## src/rtl/tdc_therm_decoder_if.sv

```systemverilog
// Result channel of the TDC thermometer decoder: calibrated tap count plus
// flags, moved with a valid/ready handshake.
interface tdc_therm_decoder_if #(
  parameter int OUT_W = 6
);
  logic [OUT_W-1:0] code_o;
  logic             valid_o;
  logic             ready_i;
  logic             ovf_o;
  logic             zero_o;

  modport master (
    output code_o,
    output valid_o,
    output ovf_o,
    output zero_o,
    input  ready_i
  );

  modport slave (
    input  code_o,
    input  valid_o,
    input  ovf_o,
    input  zero_o,
    output ready_i
  );
endinterface

```

## src/rtl/tdc_therm_decoder.sv

```systemverilog
// TDC delay-line back end: arm, synchronise start, settle, capture taps,
// bubble-correct and popcount into a tap count on a valid/ready channel.
module tdc_therm_decoder #(
  parameter int N_DELAY    = 32,
  parameter int OUT_W      = 6,
  parameter int SETTLE_CYC = 2
) (
  input  logic               clk,
  input  logic               rst_n,
  input  logic [N_DELAY-1:0] therm_i,
  input  logic               arm_i,
  input  logic               start_i,
  tdc_therm_decoder_if.master res,
  output logic               busy_o,
  output logic [7:0]         drop_cnt_o
);

  localparam int CNT_W = (SETTLE_CYC > 1) ? $clog2(SETTLE_CYC) : 1;

  typedef enum logic [2:0] {
    ST_IDLE,
    ST_ARMED,
    ST_SETTLE,
    ST_DECODE,
    ST_OUTPUT
  } state_t;

  state_t             state_reg;
  logic [CNT_W-1:0]   cnt_reg;
  logic [N_DELAY-1:0] cap_reg;
  logic [OUT_W-1:0]   code_reg;
  logic               valid_reg;
  logic               ovf_reg;
  logic               zero_reg;
  logic [7:0]         drop_reg;

  logic               s1_reg;
  logic               s2_reg;
  logic               s3_reg;
  logic               start_edge;

  logic [N_DELAY+1:0] ext_vec;
  logic [N_DELAY-1:0] corr_vec;
  logic [OUT_W-1:0]   pop_next;

  // The synchroniser runs in every state so a start seen before arming
  // has already been consumed by the time ARMED looks for an edge.
  always_ff @(posedge clk or negedge rst_n) begin
    if (!rst_n) begin
      s1_reg <= 1'b0;
      s2_reg <= 1'b0;
      s3_reg <= 1'b0;
    end else begin
      s1_reg <= start_i;
      s2_reg <= s1_reg;
      s3_reg <= s2_reg;
    end
  end

  assign start_edge = s2_reg & ~s3_reg;

  // Pad the captured taps with a virtual 1 below tap 0 and a virtual 0
  // above the last tap so the end taps get a full three-tap vote.
  assign ext_vec = {1'b0, cap_reg, 1'b1};

  generate
    for (genvar gi = 0; gi < N_DELAY; gi++) begin : g_bubble
      assign corr_vec[gi] = (ext_vec[gi] & ext_vec[gi+1]) |
                            (ext_vec[gi] & ext_vec[gi+2]) |
                            (ext_vec[gi+1] & ext_vec[gi+2]);
    end
  endgenerate

  always_comb begin
    pop_next = '0;
    for (int i = 0; i < N_DELAY; i++) begin
      pop_next = pop_next + OUT_W'(corr_vec[i]);
    end
  end

  always_ff @(posedge clk or negedge rst_n) begin
    if (!rst_n) begin
      state_reg <= ST_IDLE;
      cnt_reg   <= '0;
      cap_reg   <= '0;
      code_reg  <= '0;
      valid_reg <= 1'b0;
      ovf_reg   <= 1'b0;
      zero_reg  <= 1'b0;
    end else begin
      case (state_reg)
        ST_IDLE: begin
          if (arm_i) begin
            state_reg <= ST_ARMED;
          end
        end
        ST_ARMED: begin
          if (start_edge) begin
            cnt_reg   <= CNT_W'(SETTLE_CYC - 1);
            state_reg <= ST_SETTLE;
          end
        end
        ST_SETTLE: begin
          if (cnt_reg == '0) begin
            cap_reg   <= therm_i;
            state_reg <= ST_DECODE;
          end else begin
            cnt_reg <= cnt_reg - CNT_W'(1);
          end
        end
        ST_DECODE: begin
          code_reg  <= pop_next;
          ovf_reg   <= (pop_next == OUT_W'(N_DELAY));
          zero_reg  <= (pop_next == '0);
          valid_reg <= 1'b1;
          state_reg <= ST_OUTPUT;
        end
        ST_OUTPUT: begin
          // Result stays frozen until the consumer takes it.
          if (res.ready_i) begin
            valid_reg <= 1'b0;
            state_reg <= ST_IDLE;
          end
        end
        default: begin
          state_reg <= ST_IDLE;
        end
      endcase
    end
  end

  // Arm requests arriving while a measurement is in flight are counted,
  // saturating so a stuck arm line cannot wrap back to a small value.
  always_ff @(posedge clk or negedge rst_n) begin
    if (!rst_n) begin
      drop_reg <= 8'd0;
    end else if (arm_i && (state_reg != ST_IDLE) && (drop_reg != 8'hFF)) begin
      drop_reg <= drop_reg + 8'd1;
    end
  end

  assign res.code_o  = code_reg;
  assign res.valid_o = valid_reg;
  assign res.ovf_o   = ovf_reg;
  assign res.zero_o  = zero_reg;
  assign busy_o      = (state_reg != ST_IDLE);
  assign drop_cnt_o  = drop_reg;

endmodule

```

## src/flat_wrapper.sv

```systemverilog
// flat-port wrapper written by rule: the top's interface ports become plain ports
module tdc_therm_decoder_flat 
#(
  parameter int N_DELAY    = 32,
  parameter int OUT_W      = 6,
  parameter int SETTLE_CYC = 2
)
  (clk, rst_n, therm_i, arm_i, start_i, busy_o, drop_cnt_o, res_code_o, res_valid_o, res_ovf_o, res_zero_o, res_ready_i);
  tdc_therm_decoder_if #(.OUT_W(OUT_W)) res_i ();
  input  logic clk;
  input  logic rst_n;
  input  logic [N_DELAY-1:0] therm_i;
  input  logic arm_i;
  input  logic start_i;
  output logic busy_o;
  output logic [7:0] drop_cnt_o;
  output wire logic [$bits(res_i.code_o)-1:0] res_code_o;
  output wire logic [$bits(res_i.valid_o)-1:0] res_valid_o;
  output wire logic [$bits(res_i.ovf_o)-1:0] res_ovf_o;
  output wire logic [$bits(res_i.zero_o)-1:0] res_zero_o;
  input wire logic [$bits(res_i.ready_i)-1:0] res_ready_i;
  assign res_code_o = res_i.code_o;
  assign res_valid_o = res_i.valid_o;
  assign res_ovf_o = res_i.ovf_o;
  assign res_zero_o = res_i.zero_o;
  assign res_i.ready_i = res_ready_i;
  tdc_therm_decoder #(.N_DELAY(N_DELAY), .OUT_W(OUT_W), .SETTLE_CYC(SETTLE_CYC)) u_core (.clk(clk), .rst_n(rst_n), .therm_i(therm_i), .arm_i(arm_i), .start_i(start_i), .res(res_i), .busy_o(busy_o), .drop_cnt_o(drop_cnt_o));
endmodule
```

## config.mk

```make
export PLATFORM = sky130hd
export DESIGN_NAME = tdc_therm_decoder_flat
export DESIGN_NICKNAME = d
export VERILOG_FILES = /design/src/rtl/tdc_therm_decoder_if.sv /design/src/rtl/tdc_therm_decoder.sv /design/src/flat_wrapper.sv
export SDC_FILE = /design/constraint.sdc
export NUM_CORES = 1
export LEC_CHECK = 0
export CAP_MARGIN = 20
export CELL_PAD_IN_SITES_DETAIL_PLACEMENT = 1
export CELL_PAD_IN_SITES_GLOBAL_PLACEMENT = 2
export CORE_MARGIN = 5
export CORE_UTILIZATION = 36
export DETAILED_ROUTE_END_ITERATION = 10
export PLACE_DENSITY = 0.84
export SYNTH_ARGS = -nofsm -noshare
export SYNTH_HDL_FRONTEND = slang
export SYNTH_SLANG_ARGS = --single-unit
```

## constraint.sdc

```tcl
create_clock -name clk -period 7.8 [get_ports clk]
set_clock_uncertainty 0.15 [all_clocks]
set_input_delay 1.56 -clock clk [delete_from_list [all_inputs] [get_ports clk]]
set_output_delay 1.56 -clock clk [all_outputs]
set_load 0.02 [all_outputs]
```

==> results summary, run 1 <==
The run finished with clean final reports. The worst hold path belongs to the class register to register. The buffer type at the clock tree root is clkbuf_8.

The post-cts sizing count is 0. The kind of cell with the highest combined delay along the critical path is adder cells. The slew at the pin with the worst max-slew slack is 703 ps. Setup repair after global routing left no endpoint under its margin. The latest clock arrival within the worst-skew pair came out at 310 ps. The number of remaining DRC errors is 0.

TritonCTS built the clock tree. The number of placement rows is 35. Dividing the detail-routed wire length by the instance count gives 14.7 um. The most used flip-flop cell after synthesis is dfrtp_1.

Hold repair after CTS inserted 0 buffers. The distinct cell type count of the synthesized netlist is 36. The mapped cell area came out at about 0.0033 sq mm. When the netlist entered floorplanning its net count stood at roughly 350. The number of DRC violations after detailed-routing iteration 0 is 57.

The starting utilization of the core area is 36.3%. The number of optimization iterations in the first detailed-route pass came out at 4. Using the TritonRoute via totals, the vias-per-cell ratio works out to 4.87.

The largest fanout on the critical path is 5. The Yosys step of the flow raised 0 warnings. The number of pins exceeding their max-slew limit in the final report was 0. CTS saw 56 sinks. The number of top-level pins came out at 55.

The total of fill cells in the finished design is 972. The HPWL after detailed placement is ~5.2 mm. In this run, synthesis inferred 0 flip-flops with an integrated enable. The fraction of the yosys area taken by sequential cells is between 40% and 50%. The clock transition time at the flip-flop clock pins of the worst setup and hold paths is approximately 100 ps. In this run the number of H-tree levels came out at 2. The net count reported at finish came out at a little over 400.

The post-route clock period utilization came out at about four fifths. The remaining antenna violation count came out at 0. Of the cells placed in the final design, the portion with a size suffix greater than 1 is about 15%. The number of cells produced by synthesis is around 280. The worst setup path is launched from a register. The first-pass GRT wire length is between 10 and 15 mm. The core box area came out at ~0.0091 sq mm. The total length of routed wires is 6.56 mm. The initial antenna violation count came out at 0. The average cell area after synthesis came out at between 10 and 15 sq um. The maximum clock path buffer count is 2. The achievable clock frequency came out at about 0.16 GHz. By instance count, the cell type seen most on the critical path is fa_1. The number of global-route vias before repair came out at 2,337. For this run the aggregate overflow at the end of global routing stands at 0. The synthesized design spends more area on one cell type than any other, namely dfrtp_1. Measured along the x axis, the die boundary spans between 100 and 150 um.

The flip-flop and latch count after synthesis is 56. The endpoint arrival time on the critical path came out at just over 6000 ps. The start-to-end type of the worst setup path is register to register. The die extent in y came out at between 100 and 150 um.

The data required time of the worst path came out at roughly 8000 ps. The max-capacitance violation count is 0. The critical path endpoint category is a register. The total number of vias came out at between 2,000 and 2,500. The global router's overall resource usage came out at 12.4%.

The post-synthesis to final-layout area growth came out at 22.9%. The maximum number of pins on one net before global-route repair is 57. The count of buffers added on input and output ports is 54. The repair_antennas step left the layout with diodes totalling 0. The cell type of the slowest stage on the worst timing path is fa_1.

The final hold violation count is 0. The final weighted congestion in routability-driven placement is a little over 0.7. The TritonCTS buffer count is 5.

The register with the most flip-flops in the layout has 32 of them. After clock tree synthesis, the setup repair step added 0 buffers. In the post-synthesis netlist, the biggest area contributors are dfrtp_1 (42%), fa_1 (15%), mux2_2 (12%). The signal on the critical path passes through maj3_1 -> ha_1 -> inv_1 -> fa_1 -> inv_1 -> fa_1 -> fa_1 -> fa_1 -> inv_1 -> fa_1 -> fa_1 -> inv_1 -> fa_1 -> inv_1 -> fa_1 -> nand2b_1 -> a21oi_1 -> xor2_1 -> o41ai_1. The sum of buffers and inverters on the critical path came out at 5. The post-layout minimum cycle time is a little over 6000 ps. In this run the tightest slew margin relative to its limit is a little over half. For this run, asynchronously set or reset flops after synthesis account for 100%. Summed over all failing endpoints, the final setup total negative slack is 0 ps. The area enclosed by the die boundary came out at roughly 0.011 sq mm.

The final setup violation count came out at 0. The stage delay of the slowest cell on the critical path is ~560 ps. The share of the synthesized area in the top cell type is between 40% and 50%.
[cells in the mapped netlist, drive strengths merged (2+ instances only)]
master	count
maj3	16
inv	33
nand2	14
or2	2
xor2	6
o41ai	2
buf	5
a21o	14
nor3	6
ha	9
nand2b	3
a21oi	6
mux2	36
xnor2	4
nor2	5
fa	24
nand3	3
dfrtp	56
o21ai	19
[cells by family after synthesis]
logic type	after synthesis	share of synthesized area, %
AND/OR/NAND/NOR	39	6.06
AO/OA/AOI/OAI	46	8.74
XOR/XNOR	10	2.65
buffers and inverters	38	4.81
multiplexers	37	12.6
flip-flops	56	42.4
adder cells (fa/ha/maj)	49	22.8
[layout by cell type (no fill, tap or decap), drive strengths merged, types with 2 or more instances in the layout]
cell type / instances
dfrtp: 56
clkdlybuf4s50: 53
mux2: 36
inv: 33
fa: 24
o21ai: 19
maj3: 16
a21o: 14
nand2: 14
ha: 9
xor2: 6
a21oi: 6
clkbuf: 6
nor3: 6
nor2: 5
xnor2: 4
nand2b: 3
nand3: 3
buf: 3
o41ai: 2
clkinvlp: 2
or2: 2
[final timing paths]
path	from	end	slack (ps)	cells after the start
max	u_core.cap_reg[2]	u_core.res.zero_o	1720	19
min	u_core.s1_reg	u_core.s2_reg	220	0
max reg2reg	u_core.cap_reg[2]	u_core.res.zero_o	1720	19
min reg2reg	u_core.s1_reg	u_core.s2_reg	220	0
max in group asynchronous	rst_n	u_core.cap_reg[3]	5810	2
min in group asynchronous	rst_n	u_core.cap_reg[14]	1230	2
[metal layers]
metal	track usage, %	up-vias	wire length (um)
met2	20.4	32	3200
met1	16.5	1085	3060
li1	-	1045	-
met5	0	-	0
met3	2.33	5	196
met4	3.89	0	97
[per-stage QoR]
stage          instances  worst slack, ps  area, sq um  utilization [%]  hold WS, ps
2_1_floorplan        275             1940         3310                -          181
3_3_place_gp         437             1810         3970             43.5          185
3_5_place_dp         437             1610         3970             43.5          192
4_1_cts              445             1640         4060             44.6          217
5_1_grt              445             1390         4060             44.6          239
6_report             445             1720         4060             44.6          215
[cell type report]
type                            count  area [sq um]  area share (%)
Tap cell                          111           139            3.42
Inverter                           33           124            3.05
Multi-Input combinational cell    181          1750            43.1
Timing Repair Buffer               56           551            13.5
Clock inverter                      2          15.0           0.369
Clock buffer                        6          82.6            2.03
Sequential cell                    56          1400            34.5
Power of run 1 is left out: the tool's default activity adds up to more than one toggle a clock period on the data nets, which glitch-free logic cannot reach.
==> run 2: changes to the inputs <==
--- a/config.mk
+++ b/config.mk
@@ -9,9 +9,9 @@
 export CELL_PAD_IN_SITES_DETAIL_PLACEMENT = 1
 export CELL_PAD_IN_SITES_GLOBAL_PLACEMENT = 2
 export CORE_MARGIN = 5
-export CORE_UTILIZATION = 36
+export CORE_UTILIZATION = 32
 export DETAILED_ROUTE_END_ITERATION = 10
-export PLACE_DENSITY = 0.84
+export PLACE_DENSITY = 0.79
 export SYNTH_ARGS = -nofsm -noshare
 export SYNTH_HDL_FRONTEND = slang
 export SYNTH_SLANG_ARGS = --single-unit
==> constraint.sdc (replaced) <==
create_clock -name clk -period 5.25 [get_ports clk]
set_clock_uncertainty 0.15 [all_clocks]
set_input_delay 1.05 -clock clk [delete_from_list [all_inputs] [get_ports clk]]
set_output_delay 1.05 -clock clk [all_outputs]
set_load 0.02 [all_outputs]
==> results summary, run 2 (same netlist as run 1, synthesis figures left out) <==
The flow ran to the end, but the final reports show violations. The final reports fail on negative setup slack. The core box area was 0.0102 sq mm (+12%). The worst setup path is captured at a register. The utilization after layout came out at 43.5% (-1.1 points).

The number of optimization iterations in the first detailed-route pass was 3 (-1). The TritonCTS buffer count came to 5 (unchanged). The number of buffer cells added on primary ports came to 54 (unchanged). The setup slack after layout was -340 ps (-2060 ps). The die extent in y is 112 um (+5.5%). The initial antenna violation count is 0 (unchanged).

The post-layout minimum cycle time is 5590 ps (-495 ps). The final hold violation count came out at 0 (unchanged). The global router's overall resource usage came to 11.8% (-0.60 points). The clock transition time at the flip-flop clock pins of the worst setup and hold paths is 110 ps (about the same). The slew at the pin with the worst max-slew slack is 740 ps (+36.8 ps). The first-pass GRT wire length is 12.1 mm (+7.9%). The average wire per cell in the routed design came out at 14.0 um (-5.1%). The most common library cell in the layout ignoring fill and taps is dfrtp_1. The maximum clock path buffer count came out at 2 (unchanged). From synthesis to final layout, the design area changed by 34.1%. The post-route clock period utilization is 106% (+28 points). The quantity of hold-fixing buffers added after cts is 0 (unchanged). The worst hold margin came out at 211 ps (-4.30 ps).

The data required time of the worst path is 5320 ps (-2540 ps). The final setup violation count came out at 4 (+4). STA classifies the critical path startpoint as a register. The buffer type at the clock tree root is clkbuf_8. The number of remaining DRC errors is 0 (unchanged). The number of pins exceeding their max-slew limit in the final report is 0 (unchanged). The latest clock arrival within the worst-skew pair is 310 ps (about the same). The number of placement rows came out at 37 (+5.7%). The overflow left after global routing came out at 0 (unchanged). The number of top-level pins is 55 (unchanged).

The remaining antenna violation count is 0 (unchanged). The total length of routed wires came out at 7.00 mm (+6.8%). The worst-case register-to-register setup slack is -340 ps (-2060 ps). The HPWL after detailed placement came out at 5.40 mm (+3.8%).

The number of levels in the clock H-tree came out at 2 (unchanged). The count of non-filler cells in the finished layout was 501 (+13%). The count of clock tree sinks is 56 (unchanged).

The flip-flop count of the largest register after layout came to 32 (unchanged). The area enclosed by the die boundary came out at 0.0125 sq mm (+11%). The number of global-route vias before repair is 2,513 (+7.5%). The antenna cell count came to 0 (unchanged). The net count reported at finish is 434 (+7.7%). The largest fanout on the critical path came out at 4 (-1). The worst max-slew margin expressed relative to the limit came out at 50.7% (-2.5 points). The max-capacitance violation count is 0 (unchanged).

The start-to-end type of the worst setup path is register to register. The endpoint arrival time on the critical path came out at 5660 ps (-490 ps). The final weighted congestion in routability-driven placement is 0.694 (-2.0%). The cell total after placement came out at 491 (+12%).

Setup repair after global routing could not meet its margin everywhere. The kind of path behind the tightest hold check is register to register. The layout cell share with drive strength beyond 1 came out at 26.8% (+12 points).

The achievable clock frequency came out at 0.179 GHz (+8.9%). The die boundary width is 112 um (+5.5%). The number of DRC violations after detailed-routing iteration 0 is 56 (-1.8%). The total number of vias came out at 2,304 (+6.3%).

The number of vias per cell is 4.60 (-5.6%). The starting utilization of the core area came out at 32.5% (-3.8 points). In the layout the commonest cells are dfrtp_1 (56), clkdlybuf4s50_1 (53), mux2_2 (35). TritonCTS built the clock tree. The maximum number of pins on one net before global-route repair is 57 (unchanged).
==> run 2: cell count changes in the layout (fill, tap and decap cells not counted), moves of 3 or more <==
| cell | before | now |
|---|---|---|
| fa_1 | 24 | 21 |
| xor2_2 | 0 | 3 |
| buf_4 | 2 | 33 |
| fa_2 | 0 | 3 |
| o21ai_0 | 19 | 15 |
| xor2_1 | 6 | 3 |
==> run 2: worst paths after layout <==
path,end,startpoint,depth (start not counted)
max in group asynchronous,u_core.cap_reg[23],rst_n,2
max reg2reg,u_core.res.ovf_o,u_core.cap_reg[1],18
min,u_core.s2_reg,u_core.s1_reg,0
max,u_core.res.ovf_o,u_core.cap_reg[1],18
min reg2reg,u_core.s2_reg,u_core.s1_reg,0
min in group asynchronous,u_core.cap_reg[13],rst_n,2
==> run 2: timing repair <==
| item | CTS | global route |
|---|---|---|
| endpoints found under the hold margin | 0 | 0 |
| pin swaps | 6 | 9 |
| buffers inserted | 0 | 2 |
| endpoints found under the setup margin | 6 | 7 |
| gates resized for setup | 7 | 9 |
==> run 2: area by class of cell <==
cell class              instances  area, sq um
clock inverters                 3         42.5
clock buffers                   5         68.8
flip-flops and latches         56         1400
multi-input cells             181         1840
inverters                      33          124
well taps                     136          170
repair buffers                 87          783
fillers                      1131         5750
==> run 2: per-layer routing <==
| metal | vias to the layer above | global-route usage [%] | part of all wire, % |
|---|---|---|---|
| met5 | - | 0 | 0 |
| met3 | 6 | 2.66 | 3.5 |
| met1 | 1153 | 15.6 | 46 |
| met2 | 35 | 19.4 | 49 |
| li1 | 1110 | - | - |
| met4 | 0 | 3.41 | 1.2 |
==> run 2: metrics by stage <==
step | setup slack, ps | TNS, ps | cell area [sq um]
6_report | -340 | -1010 | 4430
5_1_grt | -569 | -2290 | 4430
4_1_cts | -371 | -1430 | 4390
3_5_place_dp | -416 | -1550 | 4250
3_3_place_gp | -235 | -843 | 4250
2_1_floorplan | -143 | -399 | 3340
==> run 2: critical path, stage by stage, from the launching register on <==
cell and delay [ps]:
dfrtp_1 420, maj3_2 340, ha_4 270, inv_2 30
fa_1 470, inv_1 50, fa_1 490, fa_1 430
fa_1 490, inv_1 50, fa_1 490, fa_1 410
inv_1 80, fa_2 200, inv_2 40, fa_2 360
xor2_2 200, nand4bb_1 190, o41ai_2 350
Power of run 2 is left out for the same reason.
==> run 3: changes to the inputs <==
--- a/config.mk
+++ b/config.mk
@@ -10,6 +10,7 @@
 export CELL_PAD_IN_SITES_GLOBAL_PLACEMENT = 2
 export CORE_MARGIN = 5
 export CORE_UTILIZATION = 32
+export CTS_CLUSTER_DIAMETER = 60
 export DETAILED_ROUTE_END_ITERATION = 10
 export PLACE_DENSITY = 0.79
 export SYNTH_ARGS = -nofsm -noshare
==> results of run 3 <==
Same layout as run 2: the final DEF is identical, and so are final timing and power.
Power of run 3 is left out for the same reason.
==> variant: new RTL, flow settings as in run 2 <==
Reset style: synchronous (`rst_n`), changed in 3 clocked blocks.
--- a/src/rtl/tdc_therm_decoder.sv
+++ b/src/rtl/tdc_therm_decoder.sv
@@ -46,5 +46,5 @@
   // The synchroniser runs in every state so a start seen before arming
   // has already been consumed by the time ARMED looks for an edge.
-  always_ff @(posedge clk or negedge rst_n) begin
+  always_ff @(posedge clk) begin
     if (!rst_n) begin
       s1_reg <= 1'b0;
@@ -79,5 +79,5 @@
   end
 
-  always_ff @(posedge clk or negedge rst_n) begin
+  always_ff @(posedge clk) begin
     if (!rst_n) begin
       state_reg <= ST_IDLE;
@@ -132,5 +132,5 @@
   // Arm requests arriving while a measurement is in flight are counted,
   // saturating so a stuck arm line cannot wrap back to a small value.
-  always_ff @(posedge clk or negedge rst_n) begin
+  always_ff @(posedge clk) begin
     if (!rst_n) begin
       drop_reg <= 8'd0;
Formal check against the unedited RTL: differs if rst_n is asserted again (counterexample within 4 cycles, from zero or initial values and one cycle with rst_n low); with rst_n held inactive, the same outputs for 10 cycles.
==> variant against run 2 <==
The run still ends with setup timing left. Area after synthesis up 1.3%. Largest cell class unchanged. Design area about the same. Setup slack better by 32 ps. Die area up 1.2%. Sequential cell count unchanged. First-iteration DRC count up 18%. Global-route usage up 2.0 points. Synthesized cell count up 37%. Non-clock buffer count down 1. Critical path type unchanged. Core utilization down 0.42 points. Wire length up 17%.
Power is left out: it rests on default switching activity, and per cell area and clock period it moved more than threefold.
==> variant: results (changes against run 2) <==
post-route-worst-setup-slack_ps: -308  # +31.5 ps
grt_max_degree: 36  # -37%
min-delay-path-class: "flop to flop"
synth_async_sr_flop_share_pct: 0  # -100 points
gpl.final_weighted_congestion: 0.810  # +17%
postSynthAreaPerCell_sq_um: 8.86  # -26%
setup_viol: 7  # +3
drt_pass1_iterations: 4  # +1
violations_in_the_final_reports: "setup timing"
outcome: "finished, violations left"
path_max_fanout: 3  # -1
synth_fp_nets: 448  # +30%
initial_antenna_violation_count: 0  # unchanged
clock_tree.htree_level_count: 2  # unchanged
crit_arrival_ps: 5640  # -20 ps
tritoncts.num_buffers: 5  # unchanged
source_to_sink_clock_delay_at_the_later_pin_of_the_worst_skew_pair_ps: 320
synth_commonest_cells: "78 x nand2_1, 56 x dfxtp_1, 33 x inv_1"
first_pass_grt_wire_length_mm: 14.6  # +20%
transition_time_at_the_pin_with_the_least_slew_margin_ps: 678  # -62.5 ps
drt-total-wl_mm: 8.16  # +17%
cts_max_path_buffers: 2  # unchanged
count_of_vias_placed_by_the_detailed_router: 2825  # +23%
cts.reportedPaths.clkPinSlew_ps: 110  # about the same
n_antenna_cell: 0  # unchanged
synth_cell_type_count: 42  # +17%
via_count_of_the_first_global_routing_pass: 3129  # +25%
synthTopCellsByArea: "dfxtp_1 33%, fa_1 14%, nand2_1 8.7%, a21boi_0 5.6%, maj3_1 4.2%"
yosys_warnings: 0  # unchanged
dominantRegCellSynth: "dfxtp_1"
root_buffer: "clkbuf_8"
via_per_inst: 4.76  # +3.6%
dp_hpwl_mm: 6.30  # +17%
port_buffer_cells: 54  # unchanged
synth.yosys.seq_area_share_pct: 33.5  # -8.9 points
place_inst: 582  # +19%
final_nets: 526  # +21%
layout-drive-gt1-share_pct: 13.8  # -13 points
largest_register_ffs: 32  # unchanged
globalRouteTotalUtil_pct: 13.8  # +2.0 points
drt_first_iter_violations: 66  # +18%
variant: cell type report:
type | instances | area (sq um)
clock buffer | 5 | 68.8
clock inverter | 3 | 21.3
fill | 1221 | 5850
inverter | 33 | 124
multi-input combinational | 274 | 2110
sequential | 56 | 1120
tap | 136 | 170
timing repair buffer | 86 | 816
variant: cells by family after synthesis:
| group | share of synthesized area, % |
|---|---|
| compound gates | 20.5 |
| xor+xnor | 1.05 |
| fa+ha+maj | 21.9 |
| buf+inv | 5.64 |
| flops | 33.5 |
| mux | 0.598 |
| simple gates | 16.8 |
variant: final timing paths:
kind                            cells past startpoint  slack, ps           endpoint               from
worst max register to register                     17       -310  u_core.res.zero_o  u_core.cap_reg[0]
worst max-delay path                               17       -310  u_core.res.zero_o  u_core.cap_reg[0]
worst min-delay path                                1        300      u_core.s2_reg      u_core.s1_reg
worst min register to register                      1        300      u_core.s2_reg      u_core.s1_reg
variant: what timing repair did:
item	4_1_cts	5_1_grt
pin swaps	7	5
setup endpoints to repair	7	7
buffers inserted	2	1
gates resized for setup	13	6
hold buffers	0	0
variant: metal layers:
metal	track usage [%]	up-vias	wire, microns
li1	-	1418	-
met1	17.1	1364	3730
met2	24.6	36	4110
met3	2.75	7	240
met4	3.37	0	89
met5	0	-	0
variant: critical path, stage by stage (launching register included):
cell and delay (ps):
dfxtp_2 340, maj3_2 330, ha_4 270, inv_2 30, fa_1 490, inv_2 40, fa_1 500, fa_1 430
fa_1 510, inv_2 40, fa_1 490, fa_1 460, fa_2 380, inv_2 70, fa_2 450, nor2_2 110
o2111ai_2 140, o31ai_1 240
variant: through the flow:
stage / worst slack, ps / hold WS [ps] / util [%] / instance area (sq um) / TNS (ps)
2_1_floorplan: -29.5 / 262 / - / 3370 / -29.5
3_3_place_gp: -183 / 268 / 41.1 / 4230 / -701
3_5_place_dp: -309 / 278 / 41.3 / 4240 / -1430
4_1_cts: -319 / 306 / 42.8 / 4390 / -1460
5_1_grt: -503 / 324 / 43.1 / 4430 / -2770
6_report: -308 / 298 / 43.1 / 4430 / -1520
